[src/rtl/press_sprite_draw.sv]
// press_sprite_draw: address generation, blink gating and transparency keying
// for the 168x12 "press" prompt ROM. The ROM sits between stage 1 and stage 3
// of this block and adds one registered cycle, giving a 3-cycle total latency.
//
// Pipeline handshake: there is no valid/ready flow control. Every cycle carries
// exactly one pixel slot: inputs in, result out three edges later, no stalls.
module press_sprite_draw #(
  parameter int          X0           = 236,
  parameter int          Y0           = 400,
  parameter int          SPR_W        = 168,
  parameter int          SPR_H        = 12,
  parameter logic [7:0]  KEY_COLOR    = 8'h00,
  parameter int          BLINK_FRAMES = 30
) (
  input  logic        i_clk2,
  input  logic        i_rst,
  input  logic [9:0]  i_x,
  input  logic [9:0]  i_y,
  input  logic        i_active,
  input  logic        i_frame_tick,
  input  logic        i_enable,
  output logic [10:0] o_rom_addr,
  input  logic [7:0]  i_rom_data,
  output logic [7:0]  o_pixel,
  output logic        o_draw
);

  localparam logic [9:0] X_LO = 10'(X0);
  localparam logic [9:0] X_HI = 10'(X0 + SPR_W);
  localparam logic [9:0] Y_LO = 10'(Y0);
  localparam logic [9:0] Y_HI = 10'(Y0 + SPR_H);
  localparam logic [7:0] LAST_FRAME = 8'(BLINK_FRAMES - 1);

  typedef enum logic [1:0] {
    ST_IDLE = 2'd0,
    ST_SHOW = 2'd1,
    ST_HIDE = 2'd2
  } state_t;

  state_t     r_state;
  logic [7:0] r_frame_cnt;

  logic       r_hit1;
  logic       r_vis1;
  logic       r_hit2;
  logic       r_vis2;

  logic       w_hit;
  logic [3:0] w_dy;
  logic [7:0] w_dx;
  logic [10:0] w_addr;
  logic       w_draw_next;

  // Box test and row/column offsets; offsets are only meaningful when w_hit
  assign w_hit = i_active &&
                 (i_x >= X_LO) && (i_x < X_HI) &&
                 (i_y >= Y_LO) && (i_y < Y_HI);
  assign w_dy  = 4'(i_y - Y_LO);
  assign w_dx  = 8'(i_x - X_LO);

  // dy*168 as dy*128 + dy*32 + dy*8, plus dx; peak value is 11*168+167 = 2015
  assign w_addr = {w_dy, 7'b0}
                + {2'b0, w_dy, 5'b0}
                + {4'b0, w_dy, 3'b0}
                + {3'b0, w_dx};

  // Opaque, in-box, visible pixel aligned with the ROM byte arriving now
  assign w_draw_next = r_hit2 && r_vis2 && (i_rom_data != KEY_COLOR);

  // Blink FSM: enable drop wins over everything, ticks advance the phase count
  always_ff @(posedge i_clk2 or posedge i_rst) begin
    if (i_rst) begin
      r_state     <= ST_IDLE;
      r_frame_cnt <= 8'd0;
    end else if (!i_enable) begin
      r_state     <= ST_IDLE;
      r_frame_cnt <= 8'd0;
    end else begin
      case (r_state)
        ST_IDLE: begin
          r_state     <= ST_SHOW;
          r_frame_cnt <= 8'd0;
        end
        ST_SHOW, ST_HIDE: begin
          if (i_frame_tick) begin
            if (r_frame_cnt == LAST_FRAME) begin
              r_state     <= (r_state == ST_SHOW) ? ST_HIDE : ST_SHOW;
              r_frame_cnt <= 8'd0;
            end else begin
              r_frame_cnt <= r_frame_cnt + 8'd1;
            end
          end
        end
        default: begin
          r_state     <= ST_IDLE;
          r_frame_cnt <= 8'd0;
        end
      endcase
    end
  end

  // Stage 1: ROM address plus hit/visibility captured with the same pixel
  always_ff @(posedge i_clk2 or posedge i_rst) begin
    if (i_rst) begin
      o_rom_addr <= 11'd0;
      r_hit1     <= 1'b0;
      r_vis1     <= 1'b0;
    end else begin
      o_rom_addr <= w_hit ? w_addr : 11'd0;
      r_hit1     <= w_hit;
      r_vis1     <= (r_state == ST_SHOW);
    end
  end

  // Stage 2: flags ride alongside the ROM's own output register
  always_ff @(posedge i_clk2 or posedge i_rst) begin
    if (i_rst) begin
      r_hit2 <= 1'b0;
      r_vis2 <= 1'b0;
    end else begin
      r_hit2 <= r_hit1;
      r_vis2 <= r_vis1;
    end
  end

  // Stage 3: key out transparent bytes and force 00 when not drawing
  always_ff @(posedge i_clk2 or posedge i_rst) begin
    if (i_rst) begin
      o_draw  <= 1'b0;
      o_pixel <= 8'h00;
    end else begin
      o_draw  <= w_draw_next;
      o_pixel <= w_draw_next ? i_rom_data : 8'h00;
    end
  end

endmodule

[config.mk]
export PLATFORM = sky130hd
export DESIGN_NAME = press_sprite_draw
export DESIGN_NICKNAME = d
export VERILOG_FILES = /design/src/rtl/press_sprite_draw.sv
export SDC_FILE = /design/constraint.sdc
export NUM_CORES = 1
export LEC_CHECK = 0
export CORE_MARGIN = 5
export CORE_UTILIZATION = 48
export CTS_CLUSTER_DIAMETER = 150
export DETAILED_ROUTE_END_ITERATION = 6
export PLACE_DENSITY = 0.88
export SYNTH_ARGS = -nofsm -noshare
export SYNTH_HDL_FRONTEND = slang
export SYNTH_SLANG_ARGS = --single-unit
export TNS_END_PERCENT = 50
[constraint.sdc]
create_clock -name i_clk2 -period 2 [get_ports i_clk2]
set_input_delay 0.4 -clock i_clk2 [delete_from_list [all_inputs] [get_ports i_clk2]]
set_output_delay 0.4 -clock i_clk2 [all_outputs]
set_load 0.01 [all_outputs]
* Word-level counts from Yosys, hierarchy flattened
Index checks and enable logic that the tools add are counted.
** Cells by class
- $add $sub $neg :: 6
- $lt $le $gt $ge :: 4
- Eq/ne operators :: 5
- Mux-type cells :: 11
- Reductions and logical operators :: 10
** Operators by type and width (number)
- $mux 8 :: 5
- $lt 10x9->1 const B :: 2
- $add 11x7->11 :: 1
- $add 11x8->11 :: 1
- $add 11x9->11 :: 1
- $mux 11 :: 1
- $ge 10x8->1 const B :: 1
- $ge 10x9->1 const B :: 1
- $add 8x1->8 const B :: 1
- $eq 8x5->1 const B :: 1
- $mux 2 :: 4
- $reduce_bool 8->1 :: 1
- $sub 8x8->8 const B :: 1
- $logic_and 1x1->1 :: 6
- $ne 3x3->1 const B :: 2
- $pmux 2 s2 :: 1
- $sub 4x1->4 const B :: 1
- $eq 2x1->1 const B :: 1
- $eq 2x2->1 const B :: 1
- $logic_not 2->1 :: 1
- $reduce_and 2->1 :: 1
- $reduce_or 2->1 :: 1
** Storage, ports and cells
- Bits in registers :: 34
- Input bits :: 33
- Output and inout port bits :: 20
- Logic and storage cells :: 45

* Logic depth before layout (Yosys ltp)
- Depth after elaboration :: 6
- Mapped depth :: 10

* Worst setup path after synthesis
Ideal clock, no wire load.
- Path kind :: input to register
- From :: input i_x[2]
- To :: register o_rom_addr[8]
- Arrival :: 2.456 ns
- Required time :: 1.889 ns
- Path slack :: -0.567 ns
- Cell stages on the path :: 9
- Buffers on the path :: 0
- Cells stage by stage :: ha_1 o21ai_0 xor2_1 fa_1 inv_1 ha_1 nor2b_1 o31a_1 a2111oi_2
** On the way
- Cells in the longest elaborated chain, start to end :: 6
** Ends and longest elaborated chain
- start: declaration :: line 17 : input logic [9:0] i_x,
- parallel branches: the longest is 5 deep, another holds $add 11x8->11
- $mux 11 (*) :: line 109 : o_rom_addr <= w_hit ? w_addr : 11'd0;
- end signal: assignment :: line 109
- end: declaration :: line 22 : output logic [10:0] o_rom_addr,
Mark *: on every way between the ends.
A chain may end at the register's enable or synchronous reset.

* Worst setup path in the final report
- From :: input i_x[3]
- To :: register o_rom_addr[10]
Same word-level chain as after synthesis.

==> flow_metrics.py <==
metrics = {
    "outcome": {
        "failed_checks": "negative setup slack",
        "status": "finished, violations left",
    },
    "synthesis": {
        "synth_top_area_share_pct": 43.7,
        "synth_fa_ha_area_share_pct": 15.7,
        "syn-mean-instance-area_um2": 11.2,
        "synth_flop_cell": "dfrtp_1",
        "synth_simple_gate_area_share_pct": 20.3,
        "synth_fp_nets": 229,
        "synth_top_family_by_area": "simple AND/OR/NAND/NOR gates",
        "synth.distinct_cells": 38,
        "synth_compound_area_share_pct": 9.58,
        "ys_async_sr_fraction_pct": 100,
        "synth_area_leader_cell": "dfrtp_1",
        "seq_area_frac_synth_pct": 43.7,
        "synth.most_common_cell": "dfrtp_1",
        "synth_area_um2": 1950,
        "synth_edf_count": 0,
        "synth_commonest_cells": "34 x dfrtp_1, 18 x ha_1, 14 x inv_1, 14 x nor2_1, 9 x and2_1",
        "syn_inst": 174,
        "synth_warnings": 0,
        "synth_mux_area_share_pct": 2.06,
        "netlist_top_cells_area": "dfrtp_1 44%, ha_1 12%, fa_1 4.1%",
        "synthXorXnorAreaFrac_pct": 4.50,
        "ys_ff_latch": 34,
    },
    "place": {
        "pre_cts_ws_ps": -1080,
        "routabilityCongestion": 0.783,
        "place_inst": 295,
        "post-dp-hpwl_um": 3310,
        "numPortBuffers": 52,
    },
    "power": {
        "vdd_drop_max_v": 0.000387,
        "leakage_nw": 1.31,
        "power_density_nw_per_um2": 700,
    },
    "floorplan": {
        "coreArea_um2": 3970,
        "initial_utilization_pct": 49.0,
        "die_h_um": 73.7,
        "dieArea_um2": 5430,
        "die_w_um": 73.7,
        "rows": 23,
        "ios": 53,
    },
    "critical_path": {
        "setup.worst_path.end_class": "flop",
        "required_ps": 2160,
        "rr_endpoint": "r_state[0]",
        "worstSetupPathType": "input port to flop",
        "worst-path-max-fanout": 3,
        "cp-start-kind": "input port",
        "critPathArrivalTime_ps": 2500,
        "reg2regPathDepth": 6,
        "worstReg2RegStart": "r_frame_cnt[1]",
        "r2r_slack_ps": 330,
    },
    "clocking": {
        "clk_pin_slew_worst_paths_ps": 70,
        "clk_latency_ps": 280,
        "cts.sinks": 34,
        "htree_levels": 2,
        "cts_tree": "yes",
        "cts_buffers": 5,
        "clk_root_buffer_cell": "clkbuf_8",
        "max-clock-path-buffers": 2,
    },
    "global_routing": {
        "grt_first_pass_wirelength_um": 7580,
        "grt_pass1_vias": 1746,
        "antenna_found_initial": 0,
        "grt_util_all_layers_pct": 18.4,
        "grt_overflow_total": 0,
        "grt_max_degree": 35,
    },
    "timing": {
        "maxSlewHeadroom_pct": 65.4,
        "hold_violations": 0,
        "fmax_ghz": 0.427,
        "tightestPinTransition_ps": 519,
        "finalMaxSlewViolations": 0,
        "rsz0062_at_grt": "yes",
        "fin_crit_sh_pct": 117,
        "setup_slack_ps": -339,
        "fin_hold_ws_ps": 355,
        "min_period_ps": 2340,
        "fin_skew_ps": 3.88,
        "setup_viol": 5,
    },
    "route": {
        "final_antenna_net_count": 0,
        "dr.pass1.iters": 4,
        "drcViolationCount": 0,
        "drt_iter0_drc": 77,
        "wl_um": 4470,
        "vias": 1580,
        "via_per_inst": 5.16,
        "post_drt_wl_per_cell_um": 14.6,
    },
    "min_path": {
        "hp-start": "r_vis1",
        "hold_path_end": "r_vis2",
        "hold_depth": 0,
        "hp-class": "flop to flop",
    },
    "layout": {
        "layout-drive-gt1-share_pct": 25.8,
        "syn2layout_area_growth_pct": 51.7,
        "num_antenna_cells": 0,
        "instances_no_fill": 306,
        "nNetsFinal": 311,
    },
    "flow_run": {
        "cap_violations": 0,
    },
}
## critical path, stage by stage
cell and delay [ps]:
buf_8 110, ha_4 160, buf_6 120, xnor2_2 120, ha_1 280, ha_2 180
inv_2 40, fa_2 400, nor2b_4 150, o31a_1 200, mux2i_1 240, a211oi_2 90
## repair_timing
action / CTS / global route
endpoints found under the setup margin: 6 / 5
pin swaps: 19 / 3
setup buffers: 3 / 1
hold buffers: 0 / 0
cloned: 0 / 0
resized for setup: 49 / 1
## cells in the final DEF, fill, tap and decap left out, drive strengths merged, types with 6 or more instances in the layout
master / count
nand2: 6
nor2b: 7
ha: 18
clkbuf: 6
and2: 9
clkdlybuf4s50: 42
buf: 30
nor2: 15
xor2: 8
dfrtp: 34
inv: 14
## through the flow
| step | utilization (%) | setup TNS, ps | power (mW) | cell area [um^2] |
|---|---|---|---|---|
| CTS | 74.0 | -901 | 2.06 | 2940 |
| detailed placement | 68.4 | -6280 | 1.34 | 2720 |
| global placement | 68.4 | -5520 | 1.31 | 2720 |
| floorplan | - | -1160 | 1.12 | 1980 |
| global route | 74.3 | -1490 | 2.18 | 2950 |
| finish | 74.3 | -1080 | 2.07 | 2950 |
## layer usage
metal	global-route usage, %	part of all wire (%)	up-vias
li1	-	-	764
met1	19.4	38	770
met2	34.5	55	37
met3	3.56	4.9	9
met4	8.45	2.4	0
met5	0	0	-
## cell families (layout without fill, tap and decap cells)
family | after synthesis | in the layout
buf+inv | 17 | 99
simple gates | 63 | 63
fa+ha+maj | 22 | 22
flops | 34 | 34
compound gates | 24 | 24
xor+xnor | 10 | 10
mux | 4 | 4
## registers in the layout (all words and copies together), names as in the netlist
name,cells
o_draw,1
o_rom_addr,11
o_pixel,8
r_vis2,1
r_vis1,1
r_hit2,1
r_frame_cnt,8
r_state,2
r_hit1,1
## final cells by class
cell class                 instances  area [um^2]
inverter                          14         52.6
sequential                        34          851
multi-input combinational        123         1140
tap                               50         62.6
clock buffer                       6         82.6
fill                             280         1020
timing repair buffer              78          733
clock inverter                     1         30.0
## worst max path at each step
stage | startpoint | endpoint | slack, ps | cells past startpoint
final | i_x[3] | o_rom_addr[10] | -340 | 12
after global routing | i_x[3] | o_rom_addr[10] | -440 | 12
after CTS | i_x[3] | o_rom_addr[10] | -270 | 11
after detailed placement | i_x[2] | o_rom_addr[10] | -1080 | 11
after global placement | i_x[2] | o_rom_addr[10] | -990 | 11
after floorplan | i_x[2] | o_rom_addr[10] | -390 | 10
## report_power, final
| group | switching, mW | internal [mW] |
|---|---|---|
| registers | 0.0296 | 0.729 |
| clock network | 0.245 | 0.399 |
| logic | 0.324 | 0.340 |
(Power assumes the default switching activity.)
